### src/rtl/wb_serial_boot_loader_if.sv
// Wishbone write-master bundle used by the serial boot loader.
// The master drives address, data, select and cycle control; the slave returns ack/err.
interface wb_serial_boot_loader_if;
  logic [31:0] wbm_adr_o;
  logic [31:0] wbm_dat_o;
  logic [3:0]  wbm_sel_o;
  logic        wbm_we_o;
  logic        wbm_cyc_o;
  logic        wbm_stb_o;
  logic        wbm_ack_i;
  logic        wbm_err_i;

  modport master (
    output wbm_adr_o, wbm_dat_o, wbm_sel_o, wbm_we_o, wbm_cyc_o, wbm_stb_o,
    input  wbm_ack_i, wbm_err_i
  );

  modport slave (
    input  wbm_adr_o, wbm_dat_o, wbm_sel_o, wbm_we_o, wbm_cyc_o, wbm_stb_o,
    output wbm_ack_i, wbm_err_i
  );
endinterface

### src/rtl/wb_serial_boot_loader.sv
// Serial (8N1) firmware loader: writes a received image into RAM over Wishbone, then releases the CPU.
// Defining BOOT_LOADER_CSUM_EN adds a trailing 8-bit checksum byte to the stream.
module wb_serial_boot_loader #(
  parameter int          CLK_DIV        = 434,
  parameter logic [31:0] BASE_ADDR      = 32'h0,
  parameter logic [15:0] MAX_WORDS      = 16'h1000,
  parameter logic [31:0] TIMEOUT_CYCLES = 32'd5000000
) (
  input  logic                    wb_clk_i,
  input  logic                    rst_n,
  input  logic                    rx_i,
  wb_serial_boot_loader_if.master wb,
  output logic                    cpu_rst_o,
  output logic                    busy_o,
  output logic                    err_o
);

`ifdef BOOT_LOADER_CSUM_EN
  localparam bit CSUM_EN = 1'b1;
`else
  localparam bit CSUM_EN = 1'b0;
`endif

  localparam int          CW   = (CLK_DIV > 4) ? $clog2(CLK_DIV) : 3;
  localparam logic [CW-1:0] HALF = CW'(CLK_DIV / 2 - 1);
  localparam logic [CW-1:0] FULL = CW'(CLK_DIV - 1);

  typedef enum logic [3:0] {
    S_SYNC0, S_SYNC1, S_LEN0, S_LEN1, S_DATA, S_WR, S_CSUM, S_DONE, S_ERR
  } state_t;

  logic          rx_p0, rx_p1, rx_p2;
  logic          rx_act;
  logic [CW-1:0] rx_cnt;
  logic [3:0]    rx_bit;
  logic [7:0]    rx_sh;
  logic [7:0]    rx_byte;
  logic          rx_stb;

  state_t        state;
  logic          hold_vld;
  logic [7:0]    hold_byte;
  logic [31:0]   to_cnt;
  logic [15:0]   count;
  logic [15:0]   idx;
  logic [31:0]   waddr;
  logic [31:0]   word;
  logic [1:0]    bcnt;
  logic [7:0]    csum;

  logic          take;
  logic          go_err;
  logic [15:0]   len_w;
  logic [31:0]   word_nxt;

  // Receiver: 2-flop synchroniser, extra flop for falling-edge detect, mid-bit sampling.
  always_ff @(posedge wb_clk_i or negedge rst_n) begin
    if (!rst_n) begin
      rx_p0   <= 1'b1;
      rx_p1   <= 1'b1;
      rx_p2   <= 1'b1;
      rx_act  <= 1'b0;
      rx_cnt  <= '0;
      rx_bit  <= '0;
      rx_sh   <= '0;
      rx_byte <= '0;
      rx_stb  <= 1'b0;
    end else begin
      rx_p0  <= rx_i;
      rx_p1  <= rx_p0;
      rx_p2  <= rx_p1;
      rx_stb <= 1'b0;
      if (!rx_act) begin
        if (rx_p2 && !rx_p1) begin
          rx_act <= 1'b1;
          rx_cnt <= HALF;
          rx_bit <= '0;
        end
      end else if (rx_cnt != '0) begin
        rx_cnt <= rx_cnt - 1'b1;
      end else begin
        rx_cnt <= FULL;
        rx_bit <= rx_bit + 4'd1;
        if (rx_bit == 4'd0) begin
          if (rx_p1) rx_act <= 1'b0;
        end else if (rx_bit == 4'd9) begin
          rx_act <= 1'b0;
          if (rx_p1) begin
            rx_stb  <= 1'b1;
            rx_byte <= rx_sh;
          end
        end else begin
          rx_sh <= {rx_p1, rx_sh[7:1]};
        end
      end
    end
  end

  assign take     = hold_vld && (state inside {S_SYNC0, S_SYNC1, S_LEN0, S_LEN1, S_DATA, S_CSUM});
  assign len_w    = {hold_byte, count[7:0]};
  assign word_nxt = {hold_byte, word[31:8]};

  // Bus error, overrun while a write is pending, oversize count or bad checksum all end in S_ERR.
  assign go_err = (state == S_WR && (wb.wbm_err_i || (rx_stb && hold_vld)))
               || (take && state == S_LEN1 && len_w > MAX_WORDS)
               || (take && state == S_CSUM && hold_byte != csum);

  always_ff @(posedge wb_clk_i or negedge rst_n) begin
    if (!rst_n) begin
      state        <= S_SYNC0;
      hold_vld     <= 1'b0;
      hold_byte    <= '0;
      to_cnt       <= '0;
      count        <= '0;
      idx          <= '0;
      waddr        <= BASE_ADDR;
      word         <= '0;
      bcnt         <= '0;
      csum         <= '0;
      wb.wbm_adr_o <= '0;
      wb.wbm_dat_o <= '0;
      wb.wbm_sel_o <= '0;
      wb.wbm_we_o  <= 1'b0;
      wb.wbm_cyc_o <= 1'b0;
      wb.wbm_stb_o <= 1'b0;
      cpu_rst_o    <= 1'b1;
      busy_o       <= 1'b0;
      err_o        <= 1'b0;
    end else begin
      if (rx_stb) begin
        hold_byte <= rx_byte;
        hold_vld  <= 1'b1;
      end else if (take) begin
        hold_vld <= 1'b0;
      end

      if (go_err) begin
        state        <= S_ERR;
        wb.wbm_cyc_o <= 1'b0;
        wb.wbm_stb_o <= 1'b0;
        wb.wbm_we_o  <= 1'b0;
        wb.wbm_sel_o <= '0;
        err_o        <= 1'b1;
        busy_o       <= 1'b0;
      end else begin
        case (state)
          S_SYNC0: begin
            if (rx_stb)                                to_cnt <= '0;
            else if (to_cnt == TIMEOUT_CYCLES - 32'd1) state  <= S_DONE;
            else                                       to_cnt <= to_cnt + 32'd1;
            if (take && hold_byte == 8'h55) begin
              state  <= S_SYNC1;
              busy_o <= 1'b1;
            end
          end
          S_SYNC1: if (take) begin
            if (hold_byte == 8'hAA) begin
              state <= S_LEN0;
              csum  <= '0;
            end else begin
              state  <= S_SYNC0;
              busy_o <= 1'b0;
              to_cnt <= '0;
            end
          end
          S_LEN0: if (take) begin
            count <= {8'h00, hold_byte};
            csum  <= csum + hold_byte;
            state <= S_LEN1;
          end
          S_LEN1: if (take) begin
            count <= len_w;
            csum  <= csum + hold_byte;
            idx   <= '0;
            waddr <= BASE_ADDR;
            bcnt  <= '0;
            if (len_w == 16'd0) begin
              state  <= CSUM_EN ? S_CSUM : S_DONE;
              busy_o <= CSUM_EN;
            end else begin
              state <= S_DATA;
            end
          end
          S_DATA: if (take) begin
            word <= word_nxt;
            csum <= csum + hold_byte;
            bcnt <= bcnt + 2'd1;
            if (bcnt == 2'd3) begin
              state        <= S_WR;
              wb.wbm_cyc_o <= 1'b1;
              wb.wbm_stb_o <= 1'b1;
              wb.wbm_we_o  <= 1'b1;
              wb.wbm_sel_o <= 4'hF;
              wb.wbm_adr_o <= waddr;
              wb.wbm_dat_o <= word_nxt;
            end
          end
          S_WR: if (wb.wbm_ack_i) begin
            wb.wbm_cyc_o <= 1'b0;
            wb.wbm_stb_o <= 1'b0;
            wb.wbm_we_o  <= 1'b0;
            wb.wbm_sel_o <= '0;
            idx          <= idx + 16'd1;
            waddr        <= waddr + 32'd4;
            if (idx + 16'd1 == count) begin
              state  <= CSUM_EN ? S_CSUM : S_DONE;
              busy_o <= CSUM_EN;
            end else begin
              state <= S_DATA;
            end
          end
          S_CSUM: if (take) begin
            state  <= S_DONE;
            busy_o <= 1'b0;
          end
          S_DONE: begin
            cpu_rst_o <= 1'b0;
            busy_o    <= 1'b0;
          end
          default: ;
        endcase
      end
    end
  end

endmodule

### src/flat_wrapper.sv
// flat-port wrapper written by rule: the top's interface ports become plain ports
module wb_serial_boot_loader_flat 
#(
  parameter int          CLK_DIV        = 434,
  parameter logic [31:0] BASE_ADDR      = 32'h0,
  parameter logic [15:0] MAX_WORDS      = 16'h1000,
  parameter logic [31:0] TIMEOUT_CYCLES = 32'd5000000
)
  (wb_clk_i, rst_n, rx_i, cpu_rst_o, busy_o, err_o, wb_wbm_adr_o, wb_wbm_dat_o, wb_wbm_sel_o, wb_wbm_we_o, wb_wbm_cyc_o, wb_wbm_stb_o, wb_wbm_ack_i, wb_wbm_err_i);
  wb_serial_boot_loader_if wb_i ();
  input  logic wb_clk_i;
  input  logic rst_n;
  input  logic rx_i;
  output logic cpu_rst_o;
  output logic busy_o;
  output logic err_o;
  output wire logic [$bits(wb_i.wbm_adr_o)-1:0] wb_wbm_adr_o;
  output wire logic [$bits(wb_i.wbm_dat_o)-1:0] wb_wbm_dat_o;
  output wire logic [$bits(wb_i.wbm_sel_o)-1:0] wb_wbm_sel_o;
  output wire logic [$bits(wb_i.wbm_we_o)-1:0] wb_wbm_we_o;
  output wire logic [$bits(wb_i.wbm_cyc_o)-1:0] wb_wbm_cyc_o;
  output wire logic [$bits(wb_i.wbm_stb_o)-1:0] wb_wbm_stb_o;
  input wire logic [$bits(wb_i.wbm_ack_i)-1:0] wb_wbm_ack_i;
  input wire logic [$bits(wb_i.wbm_err_i)-1:0] wb_wbm_err_i;
  assign wb_wbm_adr_o = wb_i.wbm_adr_o;
  assign wb_wbm_dat_o = wb_i.wbm_dat_o;
  assign wb_wbm_sel_o = wb_i.wbm_sel_o;
  assign wb_wbm_we_o = wb_i.wbm_we_o;
  assign wb_wbm_cyc_o = wb_i.wbm_cyc_o;
  assign wb_wbm_stb_o = wb_i.wbm_stb_o;
  assign wb_i.wbm_ack_i = wb_wbm_ack_i;
  assign wb_i.wbm_err_i = wb_wbm_err_i;
  wb_serial_boot_loader #(.CLK_DIV(CLK_DIV), .BASE_ADDR(BASE_ADDR), .MAX_WORDS(MAX_WORDS), .TIMEOUT_CYCLES(TIMEOUT_CYCLES)) u_core (.wb_clk_i(wb_clk_i), .rst_n(rst_n), .rx_i(rx_i), .wb(wb_i), .cpu_rst_o(cpu_rst_o), .busy_o(busy_o), .err_o(err_o));
endmodule
### config.mk
export PLATFORM = sky130hd
export DESIGN_NAME = wb_serial_boot_loader_flat
export DESIGN_NICKNAME = d
export VERILOG_FILES = /design/src/rtl/wb_serial_boot_loader_if.sv /design/src/rtl/wb_serial_boot_loader.sv /design/src/flat_wrapper.sv
export SDC_FILE = /design/constraint.sdc
export NUM_CORES = 1
export LEC_CHECK = 0
export CAP_MARGIN = 5
export CORE_MARGIN = 8
export CORE_UTILIZATION = 58
export DETAILED_ROUTE_END_ITERATION = 10
export GPL_TIMING_DRIVEN = 0
export PLACE_DENSITY = 0.77
export SYNTH_ARGS = -nofsm -noshare
export SYNTH_HDL_FRONTEND = slang
export SYNTH_SLANG_ARGS = --single-unit
### constraint.sdc
create_clock -name wb_clk_i -period 3.85 [get_ports wb_clk_i]
set_input_delay 0.77 -clock wb_clk_i [delete_from_list [all_inputs] [get_ports wb_clk_i]]
set_output_delay 0.77 -clock wb_clk_i [all_outputs]
set_load 0.1 [all_outputs]
Word-level counts from Yosys, hierarchy flattened

Cells that the tools add are included.

$add $sub $neg: 7
Order comparisons: 1
Equality and inequality tests: 37
Mux-type cells: 74
Bitwise gates (word level): 5
Reductions and logical operators: 44

Operators with widths:

| operator                                                                 | number |
|---|---|
| 32-bit two-way mux                                                       | 6 |
| 32-bit one-hot mux with 2 select lines                                   | 2 |
| 4-bit two-way mux                                                        | 18 |
| 16-bit two-way mux                                                       | 4 |
| 16-bit one-hot mux with 2 select lines                                   | 2 |
| 32-bit by 1-bit adder with 32-bit output (second input constant)         | 1 |
| 32-bit by 3-bit adder with 32-bit output (second input constant)         | 1 |
| 32-bit by 23-bit equality test with 1-bit output (second input constant) | 1 |
| 4-bit one-hot mux with 7 select lines                                    | 1 |
| 4-bit AND reduction                                                      | 7 |
| 9-bit two-way mux                                                        | 3 |
| 1-bit two-way mux                                                        | 25 |
| 8-bit two-way mux                                                        | 3 |
| 3-bit by 2-bit != test with 1-bit output (second input constant)         | 7 |
| 16-bit by 1-bit adder with 16-bit output (second input constant)         | 1 |
| 16-bit equality test                                                     | 1 |
| 4-bit by 3-bit equality test with 1-bit output (second input constant)   | 4 |
| 16-bit by 13-bit > comparator with 1-bit output (second input constant)  | 1 |
| 16-bit logical NOT                                                       | 1 |
| 8-bit one-hot mux with 2 select lines                                    | 1 |
| 3-bit by 1-bit != test with 1-bit output (second input constant)         | 5 |
| 5-bit AND reduction                                                      | 3 |
| 2-bit nonzero test                                                       | 7 |
| 2-bit two-way mux                                                        | 5 |
| 34 further kinds                                                         | 58 |

Register bits after elaboration: 257
Input port bits: 5
Output and inout bits: 74
Word-level logic and storage cells: 195

Logic depth before layout (Yosys ltp)

Word-level depth: 9
Depth in mapped cells: 10
Depth with buffers taken out: 10

Worst setup path before layout

OpenSTA, ideal clock, no wires.

Kind: flip-flop to flip-flop
From: reg u_core.hold_byte[2]
To: reg u_core.csum[7]
Setup time: 0.142 ns
Arrival: 2.242 ns
Data required time: 3.708 ns
Setup slack: 1.465 ns
Stages on the path, launching flop included: 10
Path buffers: 1
Clock period less this slack: 2.385 ns
Cells stage by stage: dfrtp_1 ha_1 nor4_1 nand3_1 nand3_1 nand3_2 a211o_1 clkbuf_1 a32oi_1 o31ai_1

Cells in the longest elaborated chain, start to end: 6
Elaborated cells between the ends (all ways): 13
Those cells by class: 1 x add/sub; 1 x order compare; 3 x eq/ne; 2 x mux; 1 x bitwise; 5 x reduce/logical

RTL lines:

| what                                            | line                         | source |
|---|---|---|
| start: declaration                              | wb_serial_boot_loader.sv:42  | `logic [7:0] hold_byte;` |
| start signal: assignment                        | wb_serial_boot_loader.sv:131 | `hold_byte <= rx_byte;` |
| 16-bit by 13-bit > comparator with 1-bit output | wb_serial_boot_loader.sv:105 | `\|\| (take && state == S_LEN1 && len_w > MAX_WORDS)` |
| 1-bit logical AND                               | wb_serial_boot_loader.sv:105 |  |
| 1-bit logical OR                                | wb_serial_boot_loader.sv:105 |  |
| 1-bit logical OR                                | wb_serial_boot_loader.sv:106 | `\|\| (take && state == S_CSUM && hold_byte != csum);` |
| 1-bit NOT (no line)                             | -                            |  |
| 5-bit AND reduction (no line)                   | -                            |  |
| end signal: assignment                          | wb_serial_boot_loader.sv:168 | `csum <= csum + hold_byte;` |
| end signal: assignment                          | wb_serial_boot_loader.sv:173 | `csum <= csum + hold_byte;` |
| end signal: assignment                          | wb_serial_boot_loader.sv:186 | `csum <= csum + hold_byte;` |
| end: declaration                                | wb_serial_boot_loader.sv:49  | `logic [7:0] csum;` |

Parallel ways exist; a longest one is shown, timed or not. The select of a mux whose other input is x is not followed.
A chain may end at the register's enable or synchronous reset.

Worst setup path in the final report

From: reg u_core.hold_byte[5]
To: reg u_core.csum[7]

Same word-level chain as after synthesis.

==> impl_metrics.tcl <==
set metrics [dict create \
    max-vdd-ir-drop_v 0.0004697 \
    wl_um 28010 \
    n_fill_cell 1484 \
    die_width_um 158.7 \
    ys_types 72 \
    cp_data_arrival_time_ns 3.63 \
    die_y_um 158.7 \
    required_ns 4.22 \
    netlist.top_cell.by_area "dfrtp_1" \
    synth_commonest_cells "dfrtp_1, nand2_1, o21ai_0" \
    synthToLayoutAreaGrowth_pct 17.27 \
    clk_path_buf_depth 3 \
    avgSynthCellArea_um2 10.22 \
    synth_ff_type "dfrtp_1" \
    cts_setup_buffers 0 \
    skew_ns 0.01118 \
    hold_viol_final 0 \
    placed_cell_area_um2 12970 \
    worst_slew_pin_slew_ns 1.025 \
    hold_buffers 0 \
    status "finished clean" \
    netlist.area_leader.share_pct 50.24 \
    cts_tree "done" \
    worstSetupPathType "reg2reg" \
    final_cell_area_um2 13840 \
    synth_compound_area_share_pct 12.38 \
    grt_max_degree 100 \
    synth_top_family_by_area "simple AND/OR/NAND/NOR gates" \
    wl_per_cell_um 18.06 \
    vias 9269 \
    gp_congestion 0.9324 \
    max_cap_viol_count 0 \
    synthTopCellsByArea "dfrtp_1, mux2_2, o21ai_0, nand2_1, xnor2_1" \
    syn_inst 1155 \
    ys_warn_count 0 \
    first_global_vias 9109 \
    clock_latency_ns 0.52 \
    grt_pass1_wl_um 46290 \
    layout_min_cycle_time_ns 3.260 \
    postCtsResizedCells 0 \
    yosysMostFrequentCell "dfrtp_1" \
    synth-edff-count 0 \
    final_util_pct 68.85 \
    syn-cell-area_um2 11800 \
    n_antenna_cell 0 \
    cts_root_buf "clkbuf_16" \
    cp-start-kind "register" \
    pin_count 79 \
    muxShareOfSynthArea_pct 9.710 \
    route.detailed.drc 0 \
    final_nets 1283 \
    ys_seq_elements 241 \
    core_area_um2 20100 \
    crit_fanout 10 \
    setup_viol 0 \
    antenna_found_initial 0 \
    yosys.area_share.simple_pct 17.66 \
    numCtsBuffers 26 \
    synth_fa_ha_area_share_pct 1.760 \
    rsz0062_at_grt "false" \
    end_kind "register" \
    htreeDepth 1 \
    drt_iter0_drc 649 \
    instances_no_fill 1551 \
    max_freq_ghz 0.3068 \
    vias_per_cell 5.976 \
    dp_cells 1504 \
    yosys.area_share.xor_xnor_pct 3.858 \
    clkTransAtPathRegs_ns 0.06 \
    first_pass_iters 5 \
    gr-total-overflow 0 \
    hpwl_um 19490 \
    initial_core_util_pct 58.71 \
    hold_path_class "in2async" \
    post-route-period-util_pct 84.67 \
    power_density_nw_per_um2 389.4 \
    clock_sinks 241 \
    grt_usage_pct 22.60 \
    fp-row-count 52 \
    dieArea_um2 25170 \
    whs_ns 0.1371 \
    max_slew_margin_pct 31.44 \
    ant_nets 0 \
    drive_gt1_share_pct 15.14 \
    async_flop_share_pct 100.0 \
    ys_seq_area_share_pct 51.13 \
    slew_violations 0 \
    port_buffers 76 \
    p_leak_nw 6.171 \
]
## through the flow
stage / setup slack (ns) / total power [mW] / setup TNS, ns
finish: 0.5904 / 5.390 / 0
global route: 0.4052 / 5.568 / 0
CTS: 0.6173 / 5.434 / 0
detailed placement: 0.6684 / 2.919 / 0
global placement: -8.077 / 2.899 / -1927.54
floorplan: 1.465 / 2.818 / 0
## path summary, 6_finish.rpt
kind	depth (start not counted)	slack, ns	start	endpoint
hold reg to reg	0	0.36	u_core.rx_p0	u_core.rx_p1
min in group wb_clk_i	0	0.36	u_core.rx_p0	u_core.rx_p1
hold / removal	1	0.14	rst_n	u_core.to_cnt[26]
setup / recovery	9	0.59	u_core.hold_byte[5]	u_core.csum[7]
setup reg to reg	9	0.59	u_core.hold_byte[5]	u_core.csum[7]
max in group asynchronous	3	2.48	rst_n	u_core.idx[15]
## per-layer routing
metal	track usage, %	part of all wire (%)
met5	0	0
met4	7.229	2.3
met3	3.746	6.5
met2	35.46	46
met1	31.53	45
## where the power goes
part | switching, mW | internal (mW) | total (mW) | leakage [nW]
clock | 1.01 | 1.51 | 2.52 | 0.426
combinational | 0.139 | 0.0933 | 0.232 | 2.47
sequential | 0.0519 | 2.59 | 2.64 | 3.27
## area by class of cell
cell class                      instances  area, µm²  share of cell area [%]
Clock buffer                           36      759.5                   5.487
Tap cell                              270      337.8                   2.441
Timing Repair Buffer                   78      820.8                   5.930
Buffer                                 65      304.0                   2.197
Multi-Input combinational cell        822       5363                   38.74
Inverter                               28      105.1                  0.7593
Sequential cell                       241       6036                   43.60
Clock inverter                         11      116.4                  0.8406
## cells in the final DEF, fill, tap and decap left out, types with 6 or more instances in the layout
master and instances:
dfrtp_1 237, nand2_1 117, o21ai_0 112, mux2_2 100, nor2_1 79, clkdlybuf4s50_1 75
xnor2_1 40, nand3_1 39, a21oi_1 38, clkbuf_1 36, nor3_1 30, inv_1 28
clkbuf_16 27, nand4_1 25, o31ai_1 24, and3_1 22, buf_2 21, nor4_1 18
or3_1 15, ha_1 15, xor2_1 12, a31oi_1 11, buf_4 9, a21o_1 8
and4_1 8, nand2b_1 7, or4_1 7, and2_1 7, nor2b_1 7, o22ai_1 7
a22o_1 6
## sequential cells by signal, indices dropped and copies added (netlist names), 2 cells and up
| register | cells |
|---|---|
| u_core.idx | 16 |
| u_core.count | 16 |
| u_core.waddr | 30 |
| u_core.rx_byte | 8 |
| u_core.state | 4 |
| u_core.csum | 8 |
| u_core.rx_sh | 8 |
| u_core.to_cnt | 32 |
| u_core.wb.wbm_adr_o | 30 |
| u_core.word | 24 |
| u_core.bcnt | 2 |
| u_core.rx_bit | 4 |
| u_core.rx_cnt | 9 |
| u_core.hold_byte | 8 |
| u_core.wb.wbm_dat_o | 32 |
## critical path, stage by stage (launching register included)
cell      delay, ns
dfrtp_1        0.57
ha_1           0.36
nor4_1         0.36
nand3_1        0.15
nand3_1        0.35
nand3_2        0.31
a211o_1        0.41
clkbuf_1       0.28
a32oi_1        0.21
o31ai_1        0.09
## cell families (layout without fill, tap and decap cells)
group,count (synthesis),in the layout
AOI/OAI and AO/OA,242,242
xor gates and xnor gates,52,52
adders and majority gates,16,16
buffers and inverters,93,218
DFF,241,241
muxes,102,102
other,1,2
and+or+nand+nor,408,408
(Power assumes the default switching activity.)
